$ cat src/rtl/hp_bar_array.sv
// N stacked HP bars drawn at one anchor: per-channel HP counters with frame-applied
// damage/heal, hit flashing and death flags, plus a registered pixel colour stage.

module hp_bar_lane #(
    parameter int HP_MAX       = 100,
    parameter int DAMAGE       = 10,
    parameter int HEAL         = 5,
    parameter int FLASH_FRAMES = 4
) (
    input  logic       clk,
    input  logic       reset,
    input  logic       sof_i,
    input  logic       hit_i,
    input  logic       heal_i,
    output logic [7:0] hp_o,
    output logic       flash_o
);
    localparam logic signed [9:0] DMG_S  = 10'(DAMAGE);
    localparam logic signed [9:0] HEAL_S = 10'(HEAL);
    localparam logic signed [9:0] MAX_S  = 10'(HP_MAX);

    logic [7:0]        hp_q, hp_d, flash_q, flash_d;
    logic              pend_hit_q, pend_heal_q;
    logic signed [9:0] sum;

    always_comb begin
        sum = $signed({2'b00, hp_q}) - (pend_hit_q ? DMG_S : 10'sd0)
                                     + (pend_heal_q ? HEAL_S : 10'sd0);
        // A dead channel stays dead: no heal can bring it back.
        if (hp_q == 8'd0)        hp_d = hp_q;
        else if (sum < 10'sd0)   hp_d = 8'd0;
        else if (sum > MAX_S)    hp_d = 8'(HP_MAX);
        else                     hp_d = sum[7:0];
        if (pend_hit_q && hp_q != 8'd0) flash_d = 8'(FLASH_FRAMES);
        else if (flash_q != 8'd0)       flash_d = flash_q - 8'd1;
        else                            flash_d = flash_q;
    end

    // Events seen in the startOfFrame cycle seed the next frame's pending flags.
    always_ff @(posedge clk) begin
        if (reset) begin
            hp_q        <= 8'(HP_MAX);
            flash_q     <= 8'd0;
            pend_hit_q  <= 1'b0;
            pend_heal_q <= 1'b0;
        end else if (sof_i) begin
            hp_q        <= hp_d;
            flash_q     <= flash_d;
            pend_hit_q  <= hit_i;
            pend_heal_q <= heal_i;
        end else begin
            pend_hit_q  <= pend_hit_q | hit_i;
            pend_heal_q <= pend_heal_q | heal_i;
        end
    end

    assign hp_o    = hp_q;
    assign flash_o = (flash_q != 8'd0);
endmodule

module hp_bar_array #(
    parameter int          NUM_CH        = 4,
    parameter int          HP_MAX        = 100,
    parameter int          DAMAGE        = 10,
    parameter int          HEAL          = 5,
    parameter int          PIX_PER_HP    = 1,
    parameter int          BAR_HEIGHT    = 8,
    parameter int          BAR_GAP       = 4,
    parameter int          LOW_THRESHOLD = 25,
    parameter int          FLASH_FRAMES  = 4,
    parameter logic [7:0]  FULL_COLOR    = 8'h1C,
    parameter logic [7:0]  LOW_COLOR     = 8'hE0,
    parameter logic [7:0]  EMPTY_COLOR   = 8'h49,
    parameter logic [7:0]  FLASH_COLOR   = 8'hFC
) (
    input  logic                     clk,
    input  logic                     reset,
    input  logic                     startOfFrame,
    input  logic signed [10:0]       pixelX,
    input  logic signed [10:0]       pixelY,
    input  logic signed [10:0]       topLeftX,
    input  logic signed [10:0]       topLeftY,
    input  logic [NUM_CH-1:0]        hit,
    input  logic [NUM_CH-1:0]        heal,
    output logic                     drawingRequest,
    output logic [7:0]               RGBout,
    output logic [10:0]              offsetX,
    output logic [10:0]              offsetY,
    output logic [8*NUM_CH-1:0]      hp,
    output logic [NUM_CH-1:0]        dead,
    output logic                     allDead
);
    localparam int BAR_W = HP_MAX * PIX_PER_HP;
    localparam int PITCH = BAR_HEIGHT + BAR_GAP;

    logic [NUM_CH-1:0][7:0] hp_w;
    logic [NUM_CH-1:0]      flash_w, dead_d;

    for (genvar g = 0; g < NUM_CH; g++) begin : g_lane
        hp_bar_lane #(
            .HP_MAX(HP_MAX), .DAMAGE(DAMAGE), .HEAL(HEAL), .FLASH_FRAMES(FLASH_FRAMES)
        ) u_lane (
            .clk(clk), .reset(reset), .sof_i(startOfFrame),
            .hit_i(hit[g]), .heal_i(heal[g]),
            .hp_o(hp_w[g]), .flash_o(flash_w[g])
        );
        assign dead_d[g] = (hp_w[g] == 8'd0);
    end

    assign hp = hp_w;

    logic        draw_q, draw_d;
    logic [7:0]  rgb_q, rgb_d;
    logic [10:0] offx_q, offx_d, offy_q, offy_d;
    int          dx, dy;

    // Signed int geometry so negative anchors and far-off bars never wrap.
    always_comb begin
        draw_d = 1'b0;
        rgb_d  = 8'hFF;
        offx_d = 11'd0;
        offy_d = 11'd0;
        dy     = 0;
        dx     = int'(pixelX) - int'(topLeftX);
        for (int i = 0; i < NUM_CH; i++) begin
            dy = int'(pixelY) - int'(topLeftY) - i * PITCH;
            if (hp_w[i] != 8'd0 && dx >= 0 && dx < BAR_W && dy >= 0 && dy < BAR_HEIGHT) begin
                draw_d = 1'b1;
                offx_d = 11'(dx);
                offy_d = 11'(dy);
                if (dx < int'(hp_w[i]) * PIX_PER_HP)
                    rgb_d = flash_w[i] ? FLASH_COLOR :
                            (int'(hp_w[i]) <= LOW_THRESHOLD) ? LOW_COLOR : FULL_COLOR;
                else
                    rgb_d = EMPTY_COLOR;
            end
        end
    end

    always_ff @(posedge clk) begin
        if (reset) begin
            draw_q    <= 1'b0;
            rgb_q     <= 8'hFF;
            offx_q    <= 11'd0;
            offy_q    <= 11'd0;
            dead      <= '0;
            allDead   <= 1'b0;
        end else begin
            draw_q    <= draw_d;
            rgb_q     <= rgb_d;
            offx_q    <= offx_d;
            offy_q    <= offy_d;
            dead      <= dead_d;
            allDead   <= &dead_d;
        end
    end

    assign drawingRequest = draw_q;
    assign RGBout         = rgb_q;
    assign offsetX        = offx_q;
    assign offsetY        = offy_q;
endmodule

$ cat config.mk
export PLATFORM = sky130hd
export DESIGN_NAME = hp_bar_array
export DESIGN_NICKNAME = d
export VERILOG_FILES = /design/src/rtl/hp_bar_array.sv
export SDC_FILE = /design/constraint.sdc
export NUM_CORES = 1
export LEC_CHECK = 0
export BUFFER_PORTS_ARGS = -buffer_cell sky130_fd_sc_hd__clkbuf_2
export CAP_MARGIN = 25
export CORE_ASPECT_RATIO = 0.7
export CORE_MARGIN = 8
export CORE_UTILIZATION = 55
export DETAILED_ROUTE_END_ITERATION = 8
export HOLD_SLACK_MARGIN = 0.08
export PLACE_DENSITY_LB_ADDON = 0.1
export SLEW_MARGIN = 40
export SYNTH_ARGS = -nofsm -noshare
export SYNTH_HDL_FRONTEND = slang
export SYNTH_HIERARCHICAL = 1
export SYNTH_SLANG_ARGS = --single-unit
$ cat constraint.sdc
create_clock -name clk -period 6.25 [get_ports clk]
set_input_delay 1.25 -clock clk [delete_from_list [all_inputs] [get_ports clk]]
set_output_delay 1.25 -clock clk [all_outputs]
set_load 0.02 [all_outputs]
-- Yosys cells after proc, flatten, opt, wreduce, memory -nomap -nowiden
Index checks and enable logic that the tools add are counted.
W data, S select, Z words.
- add/sub/neg operators: 17
- $mul: 0
- div/mod/pow operators: 0
- magnitude comparators: 26
- eq/ne operators: 0
- shifts and indexed selects: 0
- multiplexer cells: 60
- bitwise logic cells: 12
- reductions and logical operators: 45
- operators by type and width (operator ; count):
    $mux W8 ; 32
    $mux W11 ; 8
    $ge A32 B1 Y1 const B ; 2
    $lt A32 B5 Y1 const B ; 2
    $reduce_bool A8 Y1 ; 8
    $lt A12 B9 Y1 ; 4
    $add A10 B10 Y10 ; 4
    $gt A10 B8 Y1 const B ; 4
    $lt A10 B1 Y1 const B ; 4
    $sub A9 B10 Y10 ; 4
    $le A8 B5 Y1 const B ; 4
    $logic_not A8 Y1 ; 4
    $sub A8 B1 Y8 const B ; 4
    $ge A12 B1 Y1 const B ; 2
    $sub A11 B11 Y12 ; 2
    $logic_and A1 B1 Y1 ; 20
    $mux W4 ; 4
    $reduce_and A2 Y1 ; 8
    $ge A13 B1 Y1 const B ; 1
    $lt A13 B5 Y1 const B ; 1
    $sub A12 B5 Y13 const B ; 1
    $sub A12 B6 Y13 const B ; 1
    $sub A12 B7 Y13 const B ; 1
    $lt A12 B5 Y1 const B ; 1
    other kinds (7) ; 34
- flip-flop bits (word level): 108
- latch bits: 0
- bits in writable memories: 0
- memory bits (read-only): 0
- input port bits: 55
- output and inout bits: 68
- logic and storage cells: 182
- memories: 0

-- Longest topological paths before layout
Gate-level depths: netlist of the first run.
- depth in word-level cells: 10
- gate-level depth with buffers: 19
- mapped depth without buffers: 18

-- Cells and area by module
The synthesis of the first run kept the hierarchy.
- by module, submodules not included (module ; times used ; cells each ; area an instance (µm²) ; sequential area each (µm²)):
    hp_bar_lane ; 4 ; 143 ; 1258.7 ; 360.3
    hp_bar_array ; 1 ; 460 ; 3681.0 ; 680.7

-- Worst setup path after synthesis of the first run
OpenSTA, ideal clock, no wires.
- path type: input to register
- start: input port pixelY[0]
- end: register rgb_q[5], in the netlist RGBout[5]
- setup time: 122 ps
- arrival time: 4676 ps
- required time: 6128 ps
- slack: 1451 ps
- cell stages on the path: 16
- path buffers: 0
- path through: inv_1 > ha_1 > fa_1 > and2b_1 > o22ai_1 > xnor2_2 > inv_1 > ha_1 > a21boi_0 > xnor3_1 > and4bb_1 > nand3_2 > or3b_1 > o21ba_1 > o32ai_1 > a311o_1
- word-level cells in the longest chain between the ends: 8
- elaborated cells between the ends (all ways): 24
- classes of those cells: 4 x add/sub; 8 x order compare; 4 x mux; 8 x reduce/logical
- ends and longest elaborated chain (what ; RTL line ; RTL):
    from (decl) ; 80 ; input logic signed [10:0] pixelY,
    $sub A11 B11 Y12 (*) ; 126 ; dy = int'(pixelY) - int'(topLeftY) - i * PITCH;
    $sub A12 B5 Y13 or $ge A12 B1 Y1 (tied branches) ; 126, 127 ;
    $ge A32 B1 Y1 or $logic_and A1 B1 Y1 (tied branches) ; 127 ; if (hp_w[i] != 8'd0 && dx >= 0 && dx < BAR_W && dy >= 0 && dy < BAR_HEIGHT) begin
    $logic_and A1 B1 Y1 ; 127 ;
    $logic_and A1 B1 Y1 or $mux W8 (tied branches) ; 127 ;
    $mux W8 (2 in a row) ; 127 ;
    $mux W8 (*) ; 127 ;
    to (signal assigned) ; 150 ; rgb_q <= rgb_d;
    to (decl) ; 113 ; logic [7:0] rgb_q, rgb_d;
Every way passes the cells marked *; elsewhere a longest branch is shown, timed or not.
A chain may end at the register's enable or synchronous reset.

-- Worst setup path in the final report of the first run
- start: input port pixelY[0]
- end: register rgb_q[6], in the netlist RGBout[6]
Same word-level chain as after synthesis.

==> results of run 1 <==
==> flip-flops by register name, summed over array words and instances, names as in the netlist <==
| signal | flops |
|---|---|
| offsetX | 11 |
| drawingRequest | 1 |
| g_lane.u_lane/pend_heal_q | 4 |
| RGBout | 6 |
| allDead | 1 |
| offsetY | 11 |
| dead | 4 |
| g_lane.u_lane/pend_hit_q | 4 |
| g_lane.u_lane/hp_o | 32 |
| g_lane.u_lane/flash_q | 32 |
==> per-layer routing <==
metal	share of wire [%]	track usage (%)	up-vias
met5	0	0	-
met4	0.64	4.09	0
met3	6.9	5.30	11
met2	41	32.2	241
met1	51	31.5	3591
li1	-	-	3948
==> worst reg2reg max path, delay by kind of cell (launching register included) <==
kind	cells	cell delay [ns]
DFF	1	0.54
adders and majority gates	3	0.87
muxes	1	0.35
buffers and inverters	2	0.13
and+or+nand+nor	2	0.45
AOI/OAI and AO/OA	3	0.68
==> per-stage QoR <==
step,area (um^2),hold WS (ns),util [%]
after floorplan,8760,0.445,-
after global placement,9500,0.460,61.3
after detailed placement,9500,0.471,61.3
after CTS,9790,0.482,63.2
after global routing,9800,0.502,63.2
final,9800,0.480,63.2
==> Yosys cell counts (19+ instances only) <==
cell type                 instances  area, um^2
sky130_fd_sc_hd__o21ai_0         32         160
sky130_fd_sc_hd__nor3_1          48         240
sky130_fd_sc_hd__xnor2_1         54         473
sky130_fd_sc_hd__inv_1          109         409
sky130_fd_sc_hd__o21ai_1         20         100
sky130_fd_sc_hd__nor2b_1         19         119
sky130_fd_sc_hd__a21o_1          20         150
sky130_fd_sc_hd__dfxtp_1        106        2120
sky130_fd_sc_hd__nor2_1          89         334
sky130_fd_sc_hd__a21oi_1         49         245
sky130_fd_sc_hd__ha_1            85        1060
sky130_fd_sc_hd__nand2_1         63         236
==> how the worst max path moves through the flow <==
stage          startpoint        end  slack, ns  cells past startpoint
2_1_floorplan   pixelY[0]  RGBout[5]       1.45                     16
3_3_place_gp    pixelX[0]  RGBout[6]       0.95                     19
6_report        pixelY[0]  RGBout[6]       1.20                     18
3_5_place_dp    pixelY[0]  RGBout[6]       0.94                     18
5_1_grt         pixelY[0]  RGBout[6]       0.96                     18
4_1_cts         pixelY[0]  RGBout[6]       1.31                     18
==> power by group through the flow <==
stage               sequential (uW)  combinational (uW)  clock [uW]
floorplan                       974                1330           0
global placement               1000                1630           0
detailed placement             1000                1650           0
CTS                             988                1670         584
global route                   1020                1870         608
finish                          993                1680         570
==> kinds of logic (layout without fill, tap and decap cells) <==
group	count (synthesis)	in the layout	share of synthesized area, %
AND/OR/NAND/NOR	358	358	23.5
AO/OA/AOI/OAI	271	271	25.0
buffers and inverters	132	251	6.37
flip-flops	106	106	24.3
adder cells (fa/ha/maj)	87	87	12.7
XOR/XNOR	72	72	7.48
multiplexers	5	5	0.646
other	1	12	0.0430
==> area by class of cell <==
cell class                 instances  area [um^2]
fill                            1393         5700
timing repair buffer             125          633
multi-input combinational        805         6090
tap                              200          250
inverter                         110          413
clock inverter                     7         70.1
clock buffer                       9          225
sequential                       106         2120
==> impl.org, run 1 <==
** Pwr
- Summed over all nets, the switching power comes to around 1400 uW.
- Part of the total power dissipated in the clock network :: roughly 18%
- Summing internal, switching and leakage power gives 3240 uW.
- The internal power of the cells totals 1820 uW.
- In this run, flip-flops and latches consume a little under a third of the power.
- Max rail drop VDD :: about 0.21 mV
- Power share of the combinational group :: 51.8%
- Leak :: between 0.004 and 0.005 uW
- In this run the power density over the cells is ~330 nW/um^2.
- Of the total power, the share spent switching nets is 43.7%.

** Detailed routing
- The first detailed-routing pass ran for 5 iterations.
- Post-detailed-route DRC marker count :: 0
- Using the TritonRoute via totals, the vias-per-cell ratio works out to about 5.7.
- Mean routed wirelength per cell :: around 16 um
- Detailed routing inserted a total of approximately 7800 vias.
- Initial DRC Count :: ~560
- Number of routed nets with antenna violations :: 0
- WL final :: 22.5 mm

** Clock tree
- Clock tree from TritonCTS :: done
- Number of hold buffers added after CTS :: 0
- Clock root cell :: sky130_fd_sc_hd__clkbuf_16
- At the later pin of the worst-skew pair, clock insertion delay measures 0.36 ns.
- After clock tree synthesis, the repair step resized 0 gates.
- Max clock buf depth :: 2
- Number of buffers created by CTS :: 9
- Post-CTS timing repair inserted 0 buffers for setup.
- Deepest level of the CTS H-tree :: 3
- CTS saw 106 sinks.
- Clk slew on worst S/H paths :: approximately 0.080 ns

** Global routing
- Overflow after GRT :: 0
- Maximum number of pins on one net before global-route repair :: 70
- Global routing used roughly 22% of the available tracks across all layers.
- Number of antenna violations at the first check in global routing :: 0
- The first global-routing pass estimated between 30 and 40 mm of wire.
- Via count of the first global-routing pass :: ~7000

** Timing
- Post-Route Setup TNS :: 0 ns
- Final setup viols :: 0
- The final count of pins violating max slew is 0.
- The worst path in the final design needs a cycle of just over 5 ns, including I/O delays and setup.
- Least-Margin Pin Slew :: between 0.8 and 0.9 ns
- The worst pin sits at a relative slew slack of between 40% and 50%.
- Dividing the final minimum period by the clock period gives 80.8%.
- Across the routed clock network, the largest skew measured is roughly 0.0073 ns.
- Hold Fails Final Rpt :: 0
- Setup repair after global routing missed its margin :: no
- Across all setup checks in the final design, the least slack found is roughly 1.2 ns.
- Derived from the worst setup path, the maximum achievable clock frequency is 198 MHz.

** Setup path
- Reg2Reg Launch Point :: g_lane[0].u_lane/hp_o[1]
- Across all register-to-register paths, the minimum setup slack is approximately 3.1 ns.
- For this design, the slowest cell found on the critical path is sky130_fd_sc_hd__xnor2_2.
- Crit path required time :: 6.49 ns
- Kind of critical path :: primary input to flop
- Delay contributed by the slowest stage of the critical path :: 0.41 ns
- STA classifies the critical path endpoint as a flop.
- Crit-path max FO :: 9
- Walking the worst path, the cells encountered are clkbuf_2, inv_1, ha_1, fa_1, and2b_1, o22ai_1, xnor2_2, inv_1, ha_1, a21boi_0, xnor3_1, and4bb_1, nand3_2, a21oi_1, nand4_1, a311oi_2, inv_2, or3_1.
- Cell family with the largest share of critical-path delay :: simple AND/OR/NAND/NOR gates
- Reg2Reg Depth :: 11
- At the worst endpoint, the arrival time is between 5 and 6 ns.
- Startpoint type of the worst setup path :: primary input
- Capturing point of the worst reg2reg path :: g_lane[0].u_lane/hp_o[4]
- Total buffers and inverters traversed by the critical path :: 4

** Placement
- Half-perimeter wire length after detailed placement :: between 15 and 20 mm
- Prior to clock tree synthesis, the placed netlist has a worst setup slack of 0.935 ns.
- Port Buf Inserts :: between 100 and 150
- RD Place Congestion :: about 0.92
- Once placement completed, the tool counted placed cells totaling 1346.

** Synth
- Warning count from the yosys run :: 6
- FFs w/ async S/R, synth :: 0%
- Synthesis inferred about 110 register bits.
- Sequential cell area fraction in the yosys report :: about 24%
- In this run the mean area of a mapped cell was around 8.4 um^2.
- Post-synth EDFFs :: 0
- Top_reg_cell synth :: sky130_fd_sc_hd__dfxtp_1
- Mapped cell area :: 8720 um^2
- Instance count of the mapped netlist :: 1032
- The number of different library cells used by synthesis comes to 90.

** Floorplan
- Area of the core :: between 15000 and 20000 um^2
- Pin placement for this block handled about 120 I/O pins.
- From left edge to right edge, the die measures approximately 170 um.
- Floorplan die area :: 20200 um^2
- FP Rows :: 38
- For this configuration, the core starts out at a cell density of roughly 56%.
- From bottom edge to top edge, the die measures roughly 120 um.

** Final layout
- Number of nets in the final layout :: 1299
- Layout Cells excl Fill :: 1362
- Fraction of final layout cells with drive strength greater than 1 :: between 10% and 20%
- The top cell types in the final layout, fill and taps aside, are sky130_fd_sc_hd__clkbuf_2, sky130_fd_sc_hd__inv_1, sky130_fd_sc_hd__dfxtp_1, sky130_fd_sc_hd__nor2_1, sky130_fd_sc_hd__ha_1.
- Most common cell after layout, fill and taps aside :: sky130_fd_sc_hd__clkbuf_2
- Total inserted antenna cells :: 0
- From synthesis to final layout, the design area changed by 12.5%.

** Run
- Max-cap violations :: 0

** Worst hold path
- Hold path start :: g_lane[2].u_lane/flash_q[2]
- Classification of the worst-slack hold path :: flop to flop
- Number of cells traversed by the worst hold path :: 2
- The path with the worst hold slack has its endpoint at g_lane[2].u_lane/flash_q[2].

** Status
- The run finished with clean final reports.
Power figures use the tool's default switching activity.
==> inputs of run 2 (changes only) <==
- clock period: 6.25 -> 5.3 ns (I/O delays scaled with it)
==> run 2 against run 1 <==
Against the previous run: final area is 0.61% higher; clock skew is 0.0027 ns higher; cell count up 0.29%; worst hold slack worse by 0.0067 ns; non-clock buffer count grew 4; critical endpoint unchanged; largest power group unchanged; highest routed layer unchanged.
==> impl.org, run 2 (same netlist as run 1, synthesis figures left out) <==
** Status
- The flow ran to the end, and the final reports show no timing, DRC or antenna violations.

** Pwr
- Cell area power density :: just under 400 nW/um^2
- Leak :: between 0.004 and 0.005 uW
- The worst-case IR drop observed on VDD is approximately 0.26 mV.

** Timing
- Setup violations remaining at the end of the flow were counted as 0.
- The clock period could shrink to 4.55 ns.
- Derived from the worst setup path, the maximum achievable clock frequency is roughly 220 MHz.
- Setup total negative slack on the finished layout was measured at 0 ns.
- Least-Margin Pin Slew :: ~0.80 ns
- The worst path uses a little under nine tenths of the clock period.
- Headroom to the max-slew limit came out at between 40% and 50%.
- Max Transition Viols Final :: 0
- Final Skew :: about 0.01 ns
- The number of hold-slack violations in the final timing report came to 0.
- Setup repair after global routing left no endpoint under its margin.

** Final layout
- After routing the design area is roughly 9900 um^2.
- After the last flow step, the layout net total stands at ~1300.
- Total inserted antenna cells :: 0
- Leaving out fill and tap cells, the most frequent cells in the layout are sky130_fd_sc_hd__clkbuf_2, sky130_fd_sc_hd__inv_1, sky130_fd_sc_hd__dfxtp_1, sky130_fd_sc_hd__nor2_1, sky130_fd_sc_hd__ha_1.
- Layout Cells excl Fill :: 1366
- Area growth syn-to-layout :: 13.2%
- In the final layout, the share of cells above drive strength 1 is between 15 and 20%.
- Summing all flip-flop and latch instances after layout gives 2120 um^2.
- The multi-input combinational cells in the finished layout cover a total of around 6100 um^2.
- Most common cell after layout, fill and taps aside :: sky130_fd_sc_hd__clkbuf_2
- Number of fillers in the final layout :: 1362

** Clock tree
- Clock latency at the later pin of the worst-skew pair :: roughly 0.35 ns
- Counting along the longest clock path gives a buffer depth of 2.
- TritonCTS built the clock tree.
- Number of hold buffers added after CTS :: 0
- Clock Sinks :: 106
- CTS built an H-tree with a depth of 3.
- The number of gates resized after CTS was 0.
- After clock tree synthesis, the clock-pin slew on the worst setup and hold paths is about 0.07 ns.
- In this run, CTS created clock tree buffers numbering 9.
- Clock root cell :: sky130_fd_sc_hd__clkbuf_16
- After clock tree synthesis, the setup repair step added 0 buffers.

** Detailed routing
- After detailed routing, the met3 layer carries ~1.5 mm of wire.
- In this run the top signal layer used is met4.
- M1 wire length :: 11.2 mm
- In the routed design, unresolved DRC markers number 0.
- Dividing the detail-routed via count by the number of cells gives 5.71.
- The routed layout has 7801 vias.
- The first detailed-routing pass took 4 iterations.
- Wires add up to 22.3 mm.
- Dividing the detail-routed wire length by the instance count gives 16.4 um.
- Once detail routing completed, the nets flagged for antenna violations numbered 0.
- After the first detailed-routing iteration, the DRC count stood at roughly 650.
- DR WL met2 :: between 9 and 10 mm

** Setup path
- Cell Chain, Critical Path :: clkbuf_2, inv_1, ha_1, inv_1, fa_1, a21oi_1, o21ai_0, a21oi_1, xnor2_1, ha_1, o21ai_0, a31oi_1, o31ai_1, or2_1, a2bb2oi_1, nand4_1, a311oi_2, inv_2, or3_1
- Total buffers and inverters traversed by the critical path :: 4
- Kind of critical path :: primary input to flop
- STA classifies the critical path endpoint as a flop.
- CP max stage cell :: sky130_fd_sc_hd__fa_1
- At the worst endpoint, the required time is between 5 and 6 ns.
- Crit-path max FO :: 6
- The worst setup path is launched from a primary input.
- On the worst path, the slowest cell contributes a delay of a little under 0.4 ns.
- CP arrival :: about 4.8 ns
- The kind of cell with the highest combined delay along the critical path is compound AO/OA/AOI/OAI gates.

** Placement
- At the end of routability-driven placement, the weighted congestion stood at 0.914.
- Port Buf Inserts :: around 120
- Instance count after placement with tap cells included :: between 1000 and 1500
- Half-perimeter wire length after detailed placement :: approximately 17 mm
- Summing all placed instances gives a cell area of about 9500 um^2.

** Floorplan
- For this design the top-level I/O count stands at 123.
- The floorplan step set the die width to between 150 and 200 um.
- Row generation in the floorplan step produced 38 rows.
- Floorplan die height :: between 100 and 150 um
- The die covers between 20000 and 25000 um^2.
- Area of the core :: about 15000 um^2
- For this configuration, the core starts out at a cell density of a little under three fifths.

** Worst hold path
- The min-delay analysis places its worst path in the category flop to flop.

** Global routing
- Overflow after GRT :: 0
- Number of antenna violations at the first check in global routing :: 0
- Wire length of the first global-routing pass :: 37.8 mm
- Via count of the first global-routing pass :: ~7500
- Maximum number of pins on one net before global-route repair :: 36
- Aggregate global-route resource usage :: ~22%

** Run
- Max-cap violations :: 0
==> run 2: cell types whose count changed in the layout (fill, tap and decap cells not counted), sizes merged <==
cell | previous run | this run
inv | 113 | 112
clkinv | 4 | 1
clkbuf | 131 | 132
bufinv | 0 | 2
clkinvlp | 0 | 1
buf | 3 | 7
==> run 2: layout make-up <==
class / instances / share of cell area (%)
inverters: 110 / 4.19
well taps: 200 / 2.54
flip-flops and latches: 106 / 21.5
repair buffers: 129 / 6.72
clock inverters: 6 / 0.977
clock buffers: 10 / 2.42
multi-input cells: 805 / 61.6
==> run 2: path summary, 6_finish.rpt <==
kind	start	end	slack, ns	depth (start not counted)
setup / recovery	pixelX[0]	RGBout[6]	0.75	19
hold reg to reg	g_lane[1].u_lane/flash_q[2]	g_lane[1].u_lane/flash_q[2]	0.47	2
hold / removal	g_lane[1].u_lane/flash_q[2]	g_lane[1].u_lane/flash_q[2]	0.47	2
setup reg to reg	g_lane[0].u_lane/hp_o[1]	g_lane[0].u_lane/hp_o[4]	2.20	11
==> run 2: worst register-to-register path, delay by kind of cell (launching register included) <==
| kind | cells | cell delay [ns] |
|---|---|---|
| AO/OA/AOI/OAI | 3 | 0.68 |
| flip-flops | 1 | 0.53 |
| multiplexers | 1 | 0.34 |
| AND/OR/NAND/NOR | 2 | 0.42 |
| adder cells (fa/ha/maj) | 3 | 0.86 |
| buffers and inverters | 2 | 0.13 |
==> run 2: layer usage <==
layer / vias to the layer above / track usage (%)
met5: - / 0
met4: 0 / 3.98
met3: 18 / 4.42
met2: 231 / 33.9
met1: 3586 / 31.9
li1: 3966 / -
==> run 2: power breakdown <==
part | total, uW | internal (uW) | leakage (uW) | switching (uW)
sequential | 1170 | 954 | 0.000871 | 214
clock | 761 | 434 | 0.000161 | 328
combinational | 1980 | 872 | 0.00337 | 1110
total | 3910 | 2260 | 0.00441 | 1650
==> run 2: per-stage QoR <==
step	hold slack, ns	util, %	total power (uW)	setup WS (ns)
after floorplan	0.445	-	2720	0.691
after global placement	0.461	61.5	3110	0.507
after detailed placement	0.466	61.5	3130	0.425
after CTS	0.477	63.6	3900	0.792
after global routing	0.518	63.6	4240	0.402
final	0.473	63.6	3910	0.748
